`src/rtl/adder_pkg.sv`:
```
// Shared types and helpers for the bit-serial adder/subtractor.
package adder_pkg;

    typedef enum logic [1:0] {
        StIdle = 2'd0,
        StRun  = 2'd1,
        StDone = 2'd2
    } state_e;

    // Bit counter only has to reach WIDTH-1; WIDTH=2 still needs one bit.
    function automatic int unsigned cnt_width(int unsigned width);
        return (width <= 2) ? 1 : $clog2(width);
    endfunction

endpackage

```
`src/rtl/serial_adder_n_if.sv`:
```
// Operand/result handshake bundle between the requester and the serial adder.
interface serial_adder_n_if #(
    parameter int unsigned WIDTH = 4
);

    logic             start;
    logic [WIDTH-1:0] a;
    logic [WIDTH-1:0] b;
    logic             cin;
    logic             sub;
    logic             busy;
    logic             done;
    logic [WIDTH-1:0] sum;
    logic             cout;
    logic             overflow;

    modport master (
        output start, a, b, cin, sub,
        input  busy, done, sum, cout, overflow
    );

    modport slave (
        input  start, a, b, cin, sub,
        output busy, done, sum, cout, overflow
    );

endinterface

```
`src/rtl/full_adder_bit.sv`:
```
// Combinational 1-bit full adder; the only arithmetic cell of the serial adder.
module full_adder_bit (
    input  logic a,
    input  logic b,
    input  logic cin,
    output logic s,
    output logic cout
);

    assign s    = a ^ b ^ cin;
    assign cout = (a & b) | (a & cin) | (b & cin);

endmodule

```
`src/rtl/serial_adder_n.sv`:
```
// WIDTH-bit bit-serial adder/subtractor: one bit per clock through a single full-adder cell.
module serial_adder_n
    import adder_pkg::*;
#(
    parameter int unsigned WIDTH = 4
) (
    input  logic             clk,
    input  logic             reset,
    serial_adder_n_if.slave  bus
);

    localparam int unsigned CntW = cnt_width(WIDTH);
    localparam logic [CntW-1:0] CntLast = CntW'(WIDTH - 1);

    state_e           state_q, state_d;
    logic [WIDTH-1:0] op_a_q, op_a_d;
    logic [WIDTH-1:0] op_b_q, op_b_d;
    logic [WIDTH-1:0] res_q, res_d;
    logic             carry_q, carry_d;
    logic [CntW-1:0]  cnt_q, cnt_d;
    logic [WIDTH-1:0] sum_q, sum_d;
    logic             cout_q, cout_d;
    logic             ovf_q, ovf_d;

    logic fa_s;
    logic fa_cout;

    full_adder_bit u_fa (
        .a    (op_a_q[0]),
        .b    (op_b_q[0]),
        .cin  (carry_q),
        .s    (fa_s),
        .cout (fa_cout)
    );

    always_comb begin
        state_d = state_q;
        op_a_d  = op_a_q;
        op_b_d  = op_b_q;
        res_d   = res_q;
        carry_d = carry_q;
        cnt_d   = cnt_q;
        sum_d   = sum_q;
        cout_d  = cout_q;
        ovf_d   = ovf_q;

        unique case (state_q)
            StIdle, StDone: begin
                if (bus.start) begin
                    state_d = StRun;
                    op_a_d  = bus.a;
                    op_b_d  = bus.sub ? ~bus.b : bus.b;
                    // Subtract is A + ~B + ~cin, i.e. A - B - cin.
                    carry_d = bus.cin ^ bus.sub;
                    cnt_d   = '0;
                end else if (state_q == StDone) begin
                    state_d = StIdle;
                end
            end
            StRun: begin
                op_a_d  = op_a_q >> 1;
                op_b_d  = op_b_q >> 1;
                res_d   = {fa_s, res_q[WIDTH-1:1]};
                carry_d = fa_cout;
                cnt_d   = cnt_q + CntW'(1);
                if (cnt_q == CntLast) begin
                    sum_d   = res_d;
                    cout_d  = fa_cout;
                    // carry_q is the carry into the MSB on this last bit.
                    ovf_d   = carry_q ^ fa_cout;
                    state_d = StDone;
                end
            end
            default: state_d = StIdle;
        endcase
    end

    always_ff @(posedge clk) begin
        if (reset) begin
            state_q <= StIdle;
            op_a_q  <= '0;
            op_b_q  <= '0;
            res_q   <= '0;
            carry_q <= 1'b0;
            cnt_q   <= '0;
            sum_q   <= '0;
            cout_q  <= 1'b0;
            ovf_q   <= 1'b0;
        end else begin
            state_q <= state_d;
            op_a_q  <= op_a_d;
            op_b_q  <= op_b_d;
            res_q   <= res_d;
            carry_q <= carry_d;
            cnt_q   <= cnt_d;
            sum_q   <= sum_d;
            cout_q  <= cout_d;
            ovf_q   <= ovf_d;
        end
    end

    assign bus.busy     = (state_q == StRun);
    assign bus.done     = (state_q == StDone);
    assign bus.sum      = sum_q;
    assign bus.cout     = cout_q;
    assign bus.overflow = ovf_q;

endmodule

```
`src/flat_wrapper.sv`:
```
// flat-port wrapper written by rule: the top's interface ports become plain ports
module serial_adder_n_flat import adder_pkg::*;
#(
    parameter int unsigned WIDTH = 4
)
  (clk, reset, bus_start, bus_a, bus_b, bus_cin, bus_sub, bus_busy, bus_done, bus_sum, bus_cout, bus_overflow);
  serial_adder_n_if #(.WIDTH(WIDTH)) bus_i ();
  input  logic clk;
  input  logic reset;
  input wire logic [$bits(bus_i.start)-1:0] bus_start;
  input wire logic [$bits(bus_i.a)-1:0] bus_a;
  input wire logic [$bits(bus_i.b)-1:0] bus_b;
  input wire logic [$bits(bus_i.cin)-1:0] bus_cin;
  input wire logic [$bits(bus_i.sub)-1:0] bus_sub;
  output wire logic [$bits(bus_i.busy)-1:0] bus_busy;
  output wire logic [$bits(bus_i.done)-1:0] bus_done;
  output wire logic [$bits(bus_i.sum)-1:0] bus_sum;
  output wire logic [$bits(bus_i.cout)-1:0] bus_cout;
  output wire logic [$bits(bus_i.overflow)-1:0] bus_overflow;
  assign bus_i.start = bus_start;
  assign bus_i.a = bus_a;
  assign bus_i.b = bus_b;
  assign bus_i.cin = bus_cin;
  assign bus_i.sub = bus_sub;
  assign bus_busy = bus_i.busy;
  assign bus_done = bus_i.done;
  assign bus_sum = bus_i.sum;
  assign bus_cout = bus_i.cout;
  assign bus_overflow = bus_i.overflow;
  serial_adder_n #(.WIDTH(WIDTH)) u_core (.clk(clk), .reset(reset), .bus(bus_i));
endmodule
```
`config.mk`:
```
export PLATFORM = sky130hd
export DESIGN_NAME = serial_adder_n_flat
export DESIGN_NICKNAME = d
export VERILOG_FILES = /design/src/rtl/adder_pkg.sv /design/src/rtl/serial_adder_n_if.sv /design/src/rtl/full_adder_bit.sv /design/src/rtl/serial_adder_n.sv /design/src/flat_wrapper.sv
export SDC_FILE = /design/constraint.sdc
export NUM_CORES = 1
export LEC_CHECK = 0
export BUFFER_PORTS_ARGS = -buffer_cell sky130_fd_sc_hd__buf_4
export CORE_MARGIN = 5
export CORE_UTILIZATION = 46
export CTS_CLUSTER_SIZE = 25
export DETAILED_ROUTE_END_ITERATION = 8
export PLACE_DENSITY = 0.76
export SLEW_MARGIN = 20
export SYNTH_ARGS = -nofsm -noshare
export SYNTH_HDL_FRONTEND = slang
export SYNTH_HIERARCHICAL = 1
export SYNTH_SLANG_ARGS = --single-unit
```
`constraint.sdc`:
```
create_clock -name clk -period 1.1 [get_ports clk]
set_input_delay 0.33 -clock clk [delete_from_list [all_inputs] [get_ports clk]]
set_output_delay 0.33 -clock clk [all_outputs]
set_load 0.01 [all_outputs]
```
==> flow_metrics.tcl, run 1 <==
set metrics [dict create \
    run_status "complete, but fails checks" \
    failed_checks "negative setup slack" \
    ys_seq_area_share_pct 46.6 \
    hold_path_end "u_core/op_a_q[3]$_SDFFE_PP0P_" \
    wirelength_mm 2.04 \
    slowest_stage "dfxtp_2" \
    layout_common_cells "17 x a21oi_1, 16 x buf_4, 16 x nand3_1" \
    worstMarginPinSlew_ns 0.296 \
    leakagePower_nw 0.501 \
    yosysWarnings 6 \
    final.setup.tns_ns -0.725 \
    holdPathStages 3 \
    r2r-end "u_core/bus.sum[3]$_SDFFE_PP0P_" \
    finalSetupViolations 6 \
    grt-ovfl-total 0 \
    cpPeakStageDelay_ns 0.35 \
    crit_required_ns 0.77 \
    area_growth_pct 39.9 \
    fin_skew_ns 0.00492 \
    peakVddDrop_uv 778 \
    synth_compound_area_share_pct 16.9 \
    dieArea_sq_um 3060 \
    regToRegSetupSlack_ns -0.13 \
    syn_area_sq_um 946 \
    finalMaxSlewViolations 0 \
    fin_crit_sh_pct 123 \
    clk-insertion-delay-late_ns 0.30 \
    clk_pin_slew_worst_paths_ns 0.12 \
    cts_max_level 1 \
    layout-drive-gt1-share_pct 45.8 \
    vias_per_cell 5.13 \
    path_common_cell "buf_6" \
    drtPass1Iterations 4 \
    start_util_pct 48.2 \
    cts-root-buf "clkbuf_4" \
    worst_setup_path_end_kind "output pin" \
    startpoint "u_core/state_q[1]$_SDFFE_PP0P_" \
    ys_ff_latch 22 \
    dp_cells 154 \
    gp_congestion 0.759 \
    synth-xor-area-share_pct 5.56 \
    critPathArrivalTime_ns 1.02 \
    rsz0062_at_grt "true" \
    synth_top_family_by_area "simple AND/OR/NAND/NOR gates" \
    multi_input_area_sq_um 512 \
    critical-path-top-delay-family "flip-flops" \
    fillers 176 \
    postCtsHoldBufs 0 \
    final-hold-violation-count 0 \
    dp_hpwl_mm 1.39 \
    path_buf_inv 2 \
    n_antenna_cell 0 \
    tritoncts "built" \
    power_density_nw_per_um2 1200 \
    io-pin-count 21 \
    hp-start "bus_a[3]" \
    crit_type "flop to output pin" \
    num_rows 16 \
    slew_headroom_pct 80.2 \
    ys_types 19 \
    start_kind "flop" \
    clk_path_buf_depth 2 \
    grt_first_pass_wirelength_mm 3.33 \
    antenna_found_initial 0 \
    r2r-start "u_core/op_b_q[0]$_SDFFE_PP0P_" \
    fin_cells 158 \
    avgSynthCellArea_sq_um 8.76 \
    clock.fmax_ghz 0.741 \
    ff2ff_path_depth 3 \
    wl_per_cell_microns 12.9 \
    first_iter_violations 9 \
    muxShareOfSynthArea_pct 0 \
    worstPathMaxFanout 2 \
    seq_area_sq_um 460 \
    track_usage_pct 13.7 \
    grt_pass1_vias 764 \
    hold_path_class "input port to flop" \
    crit_chain "buf_6 -> and2b_1 -> buf_6" \
    antenna_left 0 \
    drc 0 \
    syn_nets 123 \
    cts_inserted_buffers 3 \
    synthSimpleGateAreaFrac_pct 20.1 \
    grt_max_degree 23 \
    final_nets 147 \
    core_sq_um 1960 \
    fp.dieW_microns 55.3 \
    syn_inst 108 \
    utilization_pct 67.5 \
    synth_fa_ha_area_share_pct 3.44 \
    io_buffers 20 \
    fin_ws_ns -0.249 \
    maxCapViolCount 0 \
    fin_crit_ns 1.35 \
    mostFrequentLayoutCell "a21oi_1" \
    clkSinkCount 22 \
    fp.dieH_microns 55.3 \
    routed-via-count 811 \
]
==> cell families after synthesis <==
logic type | count (synthesis)
simple gates | 40
xor+xnor | 6
flops | 22
fa+ha+maj | 2
compound gates | 28
buf+inv | 10
==> what timing repair did <==
action | in CTS | in global routing
setup endpoints to repair | 21 | 22
buffers inserted | 0 | 3
gates resized for setup | 21 | 18
pin swaps | 3 | 19
==> layout make-up <==
type	count	share of cell area, %
Multi-Input combinational cell	76	38.7
Inverter	1	0.662
Sequential cell	22	34.8
Timing Repair Buffer	28	20.6
Tap cell	27	2.55
Clock buffer	4	2.74
==> metal layers <==
| layer | vias up | GRT usage (%) | wire (microns) |
|---|---|---|---|
| met5 | - | 0 | 0 |
| met4 | 0 | 4.17 | 15 |
| met3 | 2 | 4.66 | 93 |
| met2 | 18 | 23.5 | 1060 |
| met1 | 375 | 15.9 | 869 |
| li1 | 416 | - | - |
==> Yosys cell counts, drive strengths merged <==
cell type | n | area (sq um)
nand2b | 3 | 18.8
nand3b | 1 | 7.51
buf | 7 | 53.8
nand3 | 17 | 85.1
nor2 | 2 | 7.51
ha | 1 | 12.5
fa | 1 | 20.0
xor2 | 6 | 52.6
nand2 | 15 | 56.3
a21oi | 20 | 100
a22oi | 7 | 52.6
clkbuf | 2 | 7.51
and2b | 2 | 15.0
clkinv | 1 | 8.76
o21a | 1 | 7.51
dfxtp | 22 | 440
==> how the worst max path moves through the flow <==
stage,depth (start not counted),to
floorplan,3,u_core/bus.sum[3]$_SDFFE_PP0P_
global placement,3,u_core/bus.sum[3]$_SDFFE_PP0P_
detailed placement,3,u_core/bus.sum[3]$_SDFFE_PP0P_
CTS,3,bus_done
global route,3,bus_done
finish,3,bus_done
==> power breakdown <==
part / switching, mW / total (mW) / internal (mW) / leakage [nW]
clock: 0.240 / 0.442 / 0.202 / 0.0210
combinational: 0.140 / 0.283 / 0.142 / 0.295
sequential: 0.0298 / 0.863 / 0.833 / 0.185
==> worst min-delay path, stage by stage <==
cell,delay (ns)
buf_4,0.11
nand2_1,0.04
a21oi_1,0.05
==> sequential cells by signal, indices dropped and copies added, names as in the netlist <==
register	cells
u_core/bus.cout	1
u_core/bus.overflow	1
u_core/bus.sum	4
u_core/carry_q	1
u_core/cnt_q	2
u_core/op_a_q	4
u_core/op_b_q	4
u_core/res_q	3
u_core/state_q	2
==> stage by stage <==
stage	instance area [sq um]	setup slack (ns)	power [mW]	hold slack (ns)
after floorplan	948	-0.00123	1.02	0.399
after global placement	1180	-0.0144	1.13	0.442
after detailed placement	1180	-0.0831	1.14	0.454
after CTS	1270	-0.250	1.58	0.265
after global routing	1320	-0.307	1.67	0.236
final	1320	-0.249	1.59	0.264
(Power assumes the default switching activity.)
==> inputs of run 2 (changes only) <==
ABC_AREA = 1   (was unset)
CORE_UTILIZATION = 47   (was 46)
PLACE_DENSITY = 0.77   (was 0.76)
==> run 2 against run 1 <==
Largest power group unchanged. Highest routed layer unchanged. Critical path depth did not move. The flow still finishes with violations (negative setup slack). Sequential share of layout area shrank 6.2 points. Total power is 20% higher. Hold slack is essentially flat. Die area increased by 3.0%.
==> flow_metrics.tcl, run 2 <==
set metrics [dict create \
    worstPathMaxFanout 3 \
    drtPass1Iterations 4 \
    synth_top_cells_by_area "dfxtp_1 44%, nand2_1 16%, inv_1 6.0%, nand3_1 5.5%, nor2_1 5.2%" \
    r2r-end "u_core/bus.overflow$_SDFFE_PP0P_" \
    wirelength_mm 3.07 \
    grt_pass1_vias 1037 \
    final-hold-violation-count 0 \
    maxCapViolCount 0 \
    wl_per_cell_microns 14.8 \
    yosys.area.top_type "dfxtp_1" \
    regToRegSetupSlack_ns -0.12 \
    peakVddDrop_uv 1180 \
    core_sq_um 2000 \
    fin_skew_ns 0.00813 \
    ys_types 20 \
    dp_slack_ns -0.0727 \
    finalSetupViolations 27 \
    gp_congestion 0.833 \
    syn_nets 156 \
    hold_path_class "input port to flop" \
    yosysMostFrequentCell "nand2_1" \
    crit_required_ns 0.77 \
    antenna_left 0 \
    first_iter_violations 32 \
    clock.fmax_ghz 0.756 \
    yosysTopAreaCellShare_pct 43.9 \
    final_nets 197 \
    hp-start "bus_a[3]" \
    yosys-top-cells-count "42 x nand2_1, 22 x dfxtp_1, 16 x inv_1" \
    n_antenna_cell 0 \
    dp_cells 193 \
    io-pin-count 21 \
    avgSynthCellArea_sq_um 7.11 \
    fin_cells 208 \
    r2r-start "u_core/carry_q$_SDFFE_PP0P_" \
    worst_setup_path_end_kind "output pin" \
    fin_crit_ns 1.32 \
    postCtsHoldBufs 0 \
    worstMarginPinSlew_ns 0.442 \
    tritoncts "built" \
    fin_crit_sh_pct 120 \
    vias_per_cell 5.18 \
    power_density_nw_per_um2 1200 \
    clkSinkCount 22 \
    fp.dieH_microns 56.2 \
    mostFrequentLayoutCell "nand2_1" \
    ff2ff_path_depth 5 \
    grt-ovfl-total 0 \
    routed-via-count 1078 \
    finalMaxSlewViolations 0 \
    layout_common_cells "35 x nand2_1, 26 x buf_4, 14 x inv_1" \
    cts_inserted_buffers 3 \
    io_buffers 20 \
    critPathArrivalTime_ns 0.99 \
    slew_headroom_pct 70.5 \
    rsz0062_at_grt "true" \
    hold_path_end "u_core/op_a_q[3]$_SDFFE_PP0P_" \
    grt_max_degree 14 \
    holdPathStages 3 \
    failed_checks "negative setup slack" \
    area_growth_pct 59.2 \
    start_kind "flop" \
    grt_first_pass_wirelength_mm 4.17 \
    syn_inst 141 \
    cts-root-buf "clkbuf_4" \
    track_usage_pct 16.3 \
    clk_pin_slew_worst_paths_ns 0.13 \
    layout-drive-gt1-share_pct 54.1 \
    dieArea_sq_um 3160 \
    antenna_found_initial 0 \
    synth_ff_type "dfxtp_1" \
    clk_path_buf_depth 2 \
    ys_seq_area_share_pct 43.9 \
    yosysWarnings 6 \
    fin_ws_ns -0.223 \
    cts_max_level 1 \
    start_util_pct 50.1 \
    fp.dieW_microns 56.2 \
    drc 0 \
    crit_type "flop to output pin" \
    dp_hpwl_mm 1.67 \
    leakagePower_nw 0.776 \
    ys_ff_latch 22 \
    async_reset_ff_share_pct 0 \
    run_status "complete, but fails checks" \
    p_total_mw 1.91 \
    syn_area_sq_um 1000 \
    num_rows 16 \
    clk-insertion-delay-late_ns 0.33 \
    synth_edf_count 0 \
]
==> run 2: cell count changes after synthesis, sizes merged, moves of 3 or more <==
cell	previous run	this run
nor2	2	17
inv	0	19
nand2	15	48
buf	7	2
o21ai	0	6
xor2	6	1
a21oi	20	11
a22oi	7	0
nand3	17	11
nand2b	3	0
==> run 2: area by class of cell <==
| cell class | instances | area, sq um |
|---|---|---|
| multi-input cells | 97 | 614 |
| flip-flops and latches | 22 | 457 |
| fillers | 129 | 407 |
| repair buffers | 39 | 359 |
| inverters | 19 | 78.8 |
| well taps | 27 | 33.8 |
| clock inverters | 1 | 30.0 |
| clock buffers | 3 | 22.5 |
==> run 2: how the worst max path moves through the flow <==
stage	start	end	slack, ns	depth (start not counted)
floorplan	u_core/op_a_q[0]$_SDFFE_PP0P_	u_core/bus.overflow$_SDFFE_PP0P_	-0.005	5
detailed placement	u_core/op_a_q[0]$_SDFFE_PP0P_	u_core/bus.overflow$_SDFFE_PP0P_	-0.07	5
finish	u_core/state_q[0]$_SDFFE_PP0P_	bus_busy	-0.22	3
CTS	u_core/state_q[0]$_SDFFE_PP0P_	bus_busy	-0.21	3
global placement	u_core/op_a_q[0]$_SDFFE_PP0P_	u_core/bus.overflow$_SDFFE_PP0P_	-0.03	5
global route	u_core/state_q[0]$_SDFFE_PP0P_	bus_busy	-0.26	3
==> run 2: timing repair <==
action	in CTS	in global routing
endpoints found under the setup margin	21	27
resized for setup	28	38
pin swaps	12	20
setup buffers	6	6
==> run 2: worst max-delay path, cell delays in order, from the launching register on <==
cell	delay [ns]
dfxtp_2	0.38
inv_2	0.06
nor2_4	0.11
buf_6	0.11
==> run 2: layer usage <==
layer | up-vias | global-route usage (%) | wire length, microns
met5 | - | 0 | 0
met4 | 0 | 6.44 | 114
met3 | 11 | 6.96 | 204
met2 | 45 | 28.5 | 1610
met1 | 511 | 17.0 | 1140
li1 | 511 | - | -
==> run 2: stage by stage <==
stage               hold WS [ns]  cell area, sq um  utilization (%)  TNS (ns)
floorplan                  0.399              1010                -  -0.00462
global placement           0.448              1240             62.1   -0.0507
detailed placement         0.458              1240             62.1    -0.212
CTS                        0.265              1410             70.6    -0.774
global route               0.258              1600             79.7     -2.92
finish                     0.264              1600             79.7     -1.66
==> run 2: kinds of logic after synthesis <==
family | synth area share, %
xor+xnor | 1.75
buf+inv | 9.11
compound gates | 8.86
fa+ha+maj | 3.25
flops | 43.9
simple gates | 33.1
==> run 2: report_power, final <==
part	switching, mW	leakage [nW]	internal [mW]
combinational	0.209	0.563	0.183
sequential	0.0391	0.185	0.841
clock	0.270	0.0279	0.369
